**src/rtl/layer_one_frame_server.sv**
```systemverilog
// Frame buffer and sequencer in front of the second-layer controller: fill a frame, start L2,
// capture its results on done, wait for done to fall, re-arm for the next frame.
module layer_one_frame_server #(
   parameter int NUM_PIXELS = 20,
   parameter int NUM_OUT    = 7,
   parameter int RELU_IN    = 1
) (
   input  logic                      clk,
   input  logic                      reset,
   input  logic                      in_valid,
   input  logic [31:0]               in_data,
   output logic                      in_ready,
   input  logic [4:0]                layer_one_counter,
   output logic [31:0]               layer_one_out,
   output logic                      l2_start,
   input  logic                      l2_done,
   input  logic [NUM_OUT-1:0][31:0]  l2_result,
   output logic [NUM_OUT-1:0][31:0]  result,
   output logic                      result_valid,
   output logic [15:0]               frame_count
);

   localparam logic [4:0] NP   = 5'(NUM_PIXELS);
   localparam logic [4:0] LAST = 5'(NUM_PIXELS - 1);

   typedef enum logic [1:0] {FILL, RUN, RELEASE} state_t;

   state_t                     state_q, state_d;
   logic [4:0]                 wr_ptr_q, wr_ptr_d;
   logic [31:0]                mem_q [NUM_PIXELS];
   logic [31:0]                mem_d [NUM_PIXELS];
   logic [NUM_OUT-1:0][31:0]   result_q, result_d;
   logic                       result_valid_q, result_valid_d;
   logic [15:0]                frame_count_q, frame_count_d;
   logic                       in_ready_q, in_ready_d;
   logic                       l2_start_q, l2_start_d;
   logic                       accept;
   logic [31:0]                wr_data;

   always_comb begin
      state_d        = state_q;
      wr_ptr_d       = wr_ptr_q;
      mem_d          = mem_q;
      result_d       = result_q;
      result_valid_d = 1'b0;
      frame_count_d  = frame_count_q;
      accept         = in_valid && in_ready_q;
      wr_data        = (RELU_IN != 0 && in_data[31]) ? 32'd0 : in_data;

      case (state_q)
         FILL: begin
            if (accept) begin
               mem_d[wr_ptr_q] = wr_data;
               if (wr_ptr_q == LAST) begin
                  wr_ptr_d = 5'd0;
                  state_d  = RUN;
               end else begin
                  wr_ptr_d = wr_ptr_q + 5'd1;
               end
            end
         end
         RUN: begin
            if (l2_done) begin
               result_d       = l2_result;
               result_valid_d = 1'b1;
               state_d        = RELEASE;
            end
         end
         RELEASE: begin
            if (!l2_done) begin
               frame_count_d = frame_count_q + 16'd1;
               state_d       = FILL;
            end
         end
         default: state_d = FILL;
      endcase

      // Handshake outputs are flops decoded from the next state so they never glitch.
      in_ready_d = (state_d == FILL);
      l2_start_d = (state_d == RUN);
   end

   always_ff @(posedge clk) begin
      if (reset) begin
         state_q        <= FILL;
         wr_ptr_q       <= 5'd0;
         for (int i = 0; i < NUM_PIXELS; i++) mem_q[i] <= 32'd0;
         result_q       <= '0;
         result_valid_q <= 1'b0;
         frame_count_q  <= 16'd0;
         in_ready_q     <= 1'b1;
         l2_start_q     <= 1'b0;
      end else begin
         state_q        <= state_d;
         wr_ptr_q       <= wr_ptr_d;
         mem_q          <= mem_d;
         result_q       <= result_d;
         result_valid_q <= result_valid_d;
         frame_count_q  <= frame_count_d;
         in_ready_q     <= in_ready_d;
         l2_start_q     <= l2_start_d;
      end
   end

   assign layer_one_out = (layer_one_counter < NP) ? mem_q[layer_one_counter] : 32'd0;
   assign in_ready      = in_ready_q;
   assign l2_start      = l2_start_q;
   assign result        = result_q;
   assign result_valid  = result_valid_q;
   assign frame_count   = frame_count_q;

endmodule

```
**config.mk**
```make
export PLATFORM = sky130hd
export DESIGN_NAME = layer_one_frame_server
export DESIGN_NICKNAME = d
export VERILOG_FILES = /design/src/rtl/layer_one_frame_server.sv
export SDC_FILE = /design/constraint.sdc
export NUM_CORES = 2
export LEC_CHECK = 0
export ABC_CLOCK_PERIOD_IN_PS = 3010
export CORE_AREA = 2 2 271 273
export CTS_BUF_LIST = sky130_fd_sc_hd__clkbuf_2
export CTS_CLUSTER_SIZE = 28
export DETAILED_ROUTE_END_ITERATION = 12
export DIE_AREA = 0 0 273 275
export GPL_ROUTABILITY_DRIVEN = 0
export GPL_TIMING_DRIVEN = 0
export PLACE_DENSITY_LB_ADDON = 0.3
export SYNTH_ARGS = -nofsm -noshare
export SYNTH_HDL_FRONTEND = slang
export SYNTH_SLANG_ARGS = --single-unit
```
**constraint.sdc**
```tcl
create_clock -name clk -period 3.01 [get_ports clk]
set_input_delay 0.602 -clock clk [delete_from_list [all_inputs] [get_ports clk]]
set_output_delay 0.602 -clock clk [all_outputs]
set_load 0.1 [all_outputs]
```
# After elaboration in Yosys (flattened, before gate mapping)
# Cells that the tools add are included.
[totals]
input_bits = 265
output_inout_bits = 275
regBits = 890
[op_classes]
addsub = 2
bitwise = 4
n_lt_le_gt_ge = 4
n_mux = 15
eq_ne = 4
reduce_logical = 8
[ops]
columns = ["operator", "count"]
rows = [
  ["$bwmux W640", 1],
  ["$bmux W32 S5", 1],
  ["$demux W32 S5", 1],
  ["$mux W32", 4],
  ["$mux W31", 1],
  ["$add A16 B1 Y16 const B", 1],
  ["$ge A6 B6 Y1 const B", 2],
  ["$not A5 Y6", 2],
  ["$mux W2", 4],
  ["$lt A6 B1 Y1 const B", 1],
  ["$pmux W2 S3", 1],
  ["$reduce_and A2 Y1", 3],
  ["$add A5 B1 Y5 const B", 1],
  ["$eq A5 B5 Y1 const B", 1],
  ["$lt A5 B5 Y1 const B", 1],
  ["$mux W5", 1],
  ["$eq A2 B1 Y1 const B", 2],
  ["$logic_not A2 Y1", 2],
  ["$eq A2 B2 Y1 const B", 1],
  ["$logic_and A1 B1 Y1", 2],
  ["$not A1 Y1", 2],
  ["$reduce_or A2 Y1", 1],
  ["$mux W1", 1],
]

# Logic depth before layout (Yosys ltp)
[depth]
ltp_word = 6
ltp_mapped = 8
depth_no_buf = 5

# Least setup slack after synthesis
# OpenSTA, ideal clock, no wires.
[synth_timing]
kind = "input to output"
from = "in layer_one_counter[0]"
to = "out layer_one_out[10]"
setup_slack_ns = -0.562
path_buffers = 3
t_required_ns = 2.408
stages = 6
arrival_time_ns = 2.970
path_cell_list = "buf_2 buf_4 buf_2 mux4_2 mux2i_1 o211ai_1"
[synth_via]
elab_chain_cells = 5
[synth_rtl]
columns = ["element", "line", "rtl"]
rows = [
  ["start, declared", "13", "input logic [4:0] layer_one_counter,"],
  ["$not A5 Y6 (not written as such)", "105", "assign layer_one_out = (layer_one_counter < NP) ? mem_q[layer_one_counter] : 32'd0;"],
  ["$bmux W32 S5", "105", ""],
  ["$mux W32 (not written as such) (2 in a row)", "105", ""],
  ["$mux W32 *", "105", ""],
  ["end, declared", "14", "output logic [31:0] layer_one_out,"],
]
# Mark *: on every way between the ends. The rest lies on a longest branch, timed or not. The select of a mux whose other input is x is not followed.

# Worst setup path after layout
[layout_timing]
from = "reg mem_q[268] in the netlist's numbering"
to = "out layer_one_out[12]"
[layout_via]
elab_chain_cells = 4
[layout_rtl]
columns = ["element", "line", "rtl"]
rows = [
  ["start, declared", "30", "logic [31:0] mem_q [NUM_PIXELS];"],
  ["start signal, assigned", "96", "mem_q <= mem_d;"],
  ["$bmux W32 S5", "105", ""],
  ["$mux W32 (not written as such) (2 in a row)", "105", ""],
  ["$mux W32", "105", ""],
]
# Every way passes these cells. The select of a mux whose other input is x is not followed.

==> results.tsv <==
stage	metric	value	unit
outcome	outcome	complete, but fails checks	
outcome	violations	design-rule violations, negative setup slack	
global_route	grt_pass1_vias	36492	
min_path	hold_path.class	in -> reg	
flow_run	maxCapViolations	0	
sta	finalHoldViolCount	0	
power	p_per_area	474	mW/mm^2
synth	syn-num-nets	4693	
critical_path	endpoint	layer_one_out[12]	
clock_network	clock_latency	1.50	ns
drt	final_antenna_net_count	0	
global_route	grt_usage	40.8	%
synth	ys_seq_elements	870	
critical_path	worstPathRequired	2.41	ns
synth	synthCells	4423	
synth	syn_avg_cell_area	8.08	um^2
die	die_w	273	um
sta	report.final.slew_viol_count	0	
global_route	grtUsageMet2	61.4	%
cells_and_area	final.fill_count	6205	
cells_and_area	nets	5669	
global_route	grt_antenna_before_repair	10	
critical_path	crit_start	mem_q[268]	
synth	synth_edf_count	0	
clock_network	cts_tree	done	
clock_network	clockRootBuffer	clkbuf_2	
placed_design	dp_slack	-1.65	ns
placed_design	post-dp-hpwl	112000	um
cells_and_area	drive_gt1_share	17.7	%
die	coreArea	0.0723	mm^2
critical_path	startpoint_type	flip-flop	
global_route	grt_busiest_layer	met2	
global_route	grt_first_pass_wirelength	226000	um
critical_path	cp_cell_sequence	mux2i_1 -> a22oi_2 -> nand3_2 -> o211ai_1 -> buf_6	
synth	netlist_area	0.0357	mm^2
critical_path	cp_top_family	compound AO/OA/AOI/OAI gates	
die	start_util	49.4	%
sta	min_period	3.85	ns
clock_network	cts_sinks	870	
critical_path	worstRegToRegCells	6	
synth	synthArstFlopShare	0	%
synth	yosysSeqAreaShare	48.7	%
critical_path	cp.arrival	3.25	ns
critical_path	worstSetupPathDepth	5	
synth	ys.flop_type	dfxtp_1	
drt	first_pass_iters	12	
drt	drt_iter0_drc	5149	
drt	vias_per_cell	5.88	
global_route	use_met1	46.7	%
synth	ys_warn_count	0	
clock_network	path_clk_slew	0.16	ns
die	die_h	275	um
placed_design	port-buffer-count	534	
sta	tns	-21.48	ns
synth	yosysUniqueCellTypes	43	
power	power.leakage	16.7	nW
critical_path	worst_setup_path_end_kind	output pin	
global_route	use_met3	14.3	%
global_route	grt_max_degree	17	
power	peakVddDrop	0.299	mV
die	io_pins	540	
clock_network	cts_made_buffers	214	
sta	setup_viol	32	
drt	vias	38272	
sta	relSlewSlack	26.8	%
critical_path	timing.rr.end	mem_q[139]	
clock_network	cts_buffer_depth	3	
critical_path	worstSetupPathType	reg -> out	
drt	remaining_drc_errors	2	
critical_path	rrSetupSlack	0.37	ns
sta	worst_pin_slew	1.10	ns
clock_network	htree_levels	4	
cells_and_area	areaGrowthSynthToFinish	28.6	%
global_route	grt_overflow_total	0	
drt	routedWlPerCell	24.5	um
critical_path	worst-path-buf-inv	1	
sta	fin_skew	0.0865	ns
critical_path	crit_slowest_cell	a22oi_2	
sta	worst_slack	-0.844	ns
critical_path	crit_fanout	2	
die	dieArea	0.0751	mm^2
die	rows	99	
sta	rsz0062_at_grt	true	
critical_path	reg2reg_from	wr_ptr_q[0]	
sta	clock.fmax	0.259	GHz
critical_path	max_stage_delay	0.50	ns
sta	fin_crit_sh	128	%
drt	wl	159000	um
==> registers in the layout, indices dropped and copies added, names as in the netlist <==
signal	count
frame_count	16
l2_start	1
mem_q	620
result_valid	1
state_q	2
in_ready	1
result	224
wr_ptr_q	5
==> synth_stat cells, types with 8 or more instances <==
master / instances / area [um^2]
mux4_2: 93 / 2090
and3_1: 21 / 131
mux2i_1: 156 / 1560
nand3_1: 56 / 280
a22oi_1: 62 / 465
clkbuf_1: 229 / 860
buf_4: 42 / 315
buf_2: 146 / 731
a21oi_1: 853 / 4270
nor2_1: 20 / 75.1
xnor2_1: 8 / 70.1
nand2_1: 1730 / 6490
nor2b_1: 36 / 225
dfxtp_1: 870 / 17400
o211ai_1: 31 / 233
buf_1: 9 / 33.8
==> timing repair <==
item                       in CTS  in global routing
hold endpoints to repair      229                  0
hold buffers                  226                  0
cloned                          0                  0
pin swaps                      18                 15
resized for setup            1547                 62
buffers inserted                0                  0
setup endpoints to repair     274                 35
==> metal layers <==
layer,up-vias,share of wire (%)
li1,16703,-
met1,17848,34
met2,2905,43
met3,808,13
met4,8,9.7
met5,-,0.037
==> worst min path at each step <==
stage              startpoint           to  slack [ns]  depth (start not counted)
4_1_cts        l2_result[210]  result[210]        0.12                          4
5_1_grt        l2_result[206]  result[206]        0.19                          4
3_5_place_dp        mem_q[13]    mem_q[13]        0.44                          2
6_report       l2_result[107]  result[107]        0.16                          4
3_3_place_gp       mem_q[465]   mem_q[465]        0.44                          2
2_1_floorplan       mem_q[32]    mem_q[32]        0.43                          2
==> worst reg2reg max path, delay by kind of cell, from the launching register on <==
kind,cells,cell delay [ns]
buffers and inverters,2,1.07
adder cells (fa/ha/maj),1,0.38
AO/OA/AOI/OAI,1,0.08
AND/OR/NAND/NOR,2,0.55
flip-flops,1,0.43
==> report_power, final <==
group / internal [mW] / leakage (nW) / switching [mW] / total [mW]
logic: 0.839 / 8.28 / 1.36 / 2.20
registers: 11.5 / 7.03 / 0.0211 / 11.6
clock network: 3.02 / 1.41 / 5.00 / 8.03
total: 15.4 / 16.7 / 6.38 / 21.8
==> final cells by class <==
class                   count  area (um^2)  area share [%]
repair buffers            760         6570            14.3
clock inverters            56          355           0.773
plain buffers             426         2060            4.48
flip-flops and latches    870        17500            38.0
inverters                   5         18.8          0.0408
diodes                     10         25.0          0.0545
well taps                 959         1200            2.61
multi-input cells        3122        16800            36.5
clock buffers             299         1500            3.26
==> cell usage in the layout, fill, tap and decap left out, types with 5 or more instances in the layout <==
| cell type | n |
|---|---|
| mux2i_1 | 127 |
| a21oi_1 | 853 |
| nand3_1 | 47 |
| nand3_2 | 11 |
| mux4_2 | 93 |
| mux2i_4 | 18 |
| diode_2 | 10 |
| clkinv_1 | 39 |
| buf_4 | 94 |
| nor4_1 | 5 |
| clkbuf_1 | 225 |
| ha_1 | 5 |
| a22oi_2 | 14 |
| xor2_1 | 5 |
| buf_6 | 44 |
| nor2b_1 | 36 |
| nor2_1 | 20 |
| clkbuf_2 | 303 |
| dfxtp_1 | 831 |
| buf_1 | 6 |
| buf_2 | 322 |
| o211ai_1 | 31 |
| xnor2_1 | 8 |
| nand2_1 | 1727 |
| dfxtp_2 | 39 |
| and3_1 | 21 |
| mux2i_2 | 11 |
| inv_1 | 5 |
| dlygate4sd3_1 | 226 |
| nand4_1 | 5 |
| clkdlybuf4s50_1 | 260 |
| a22oi_1 | 48 |
==> per-stage QoR <==
step	power [mW]	utilization, %	instance area, um^2	instances	hold slack (ns)
2_1_floorplan	12.7	-	35900	4423	0.433
3_3_place_gp	13.6	58.6	42400	5916	0.438
3_5_place_dp	13.6	58.6	42400	5916	0.443
4_1_cts	21.6	63.3	45800	6497	0.123
5_1_grt	22.3	63.5	45900	6503	0.190
6_report	21.8	63.5	46000	6507	0.161
==> cell families (layout without fill, tap and decap cells) <==
| logic type | after synthesis | count (layout) | share of synthesized area (%) |
|---|---|---|---|
| and+or+nand+nor | 1899 | 1899 | 21.0 |
| xor gates and xnor gates | 13 | 13 | 0.319 |
| muxes | 249 | 249 | 10.2 |
| other | 1 | 11 | 0.0105 |
| adders and majority gates | 5 | 5 | 0.175 |
| buffers and inverters | 431 | 1546 | 5.48 |
| AOI/OAI and AO/OA | 955 | 955 | 14.1 |
| DFF | 870 | 870 | 48.7 |
(Power assumes the default switching activity.)
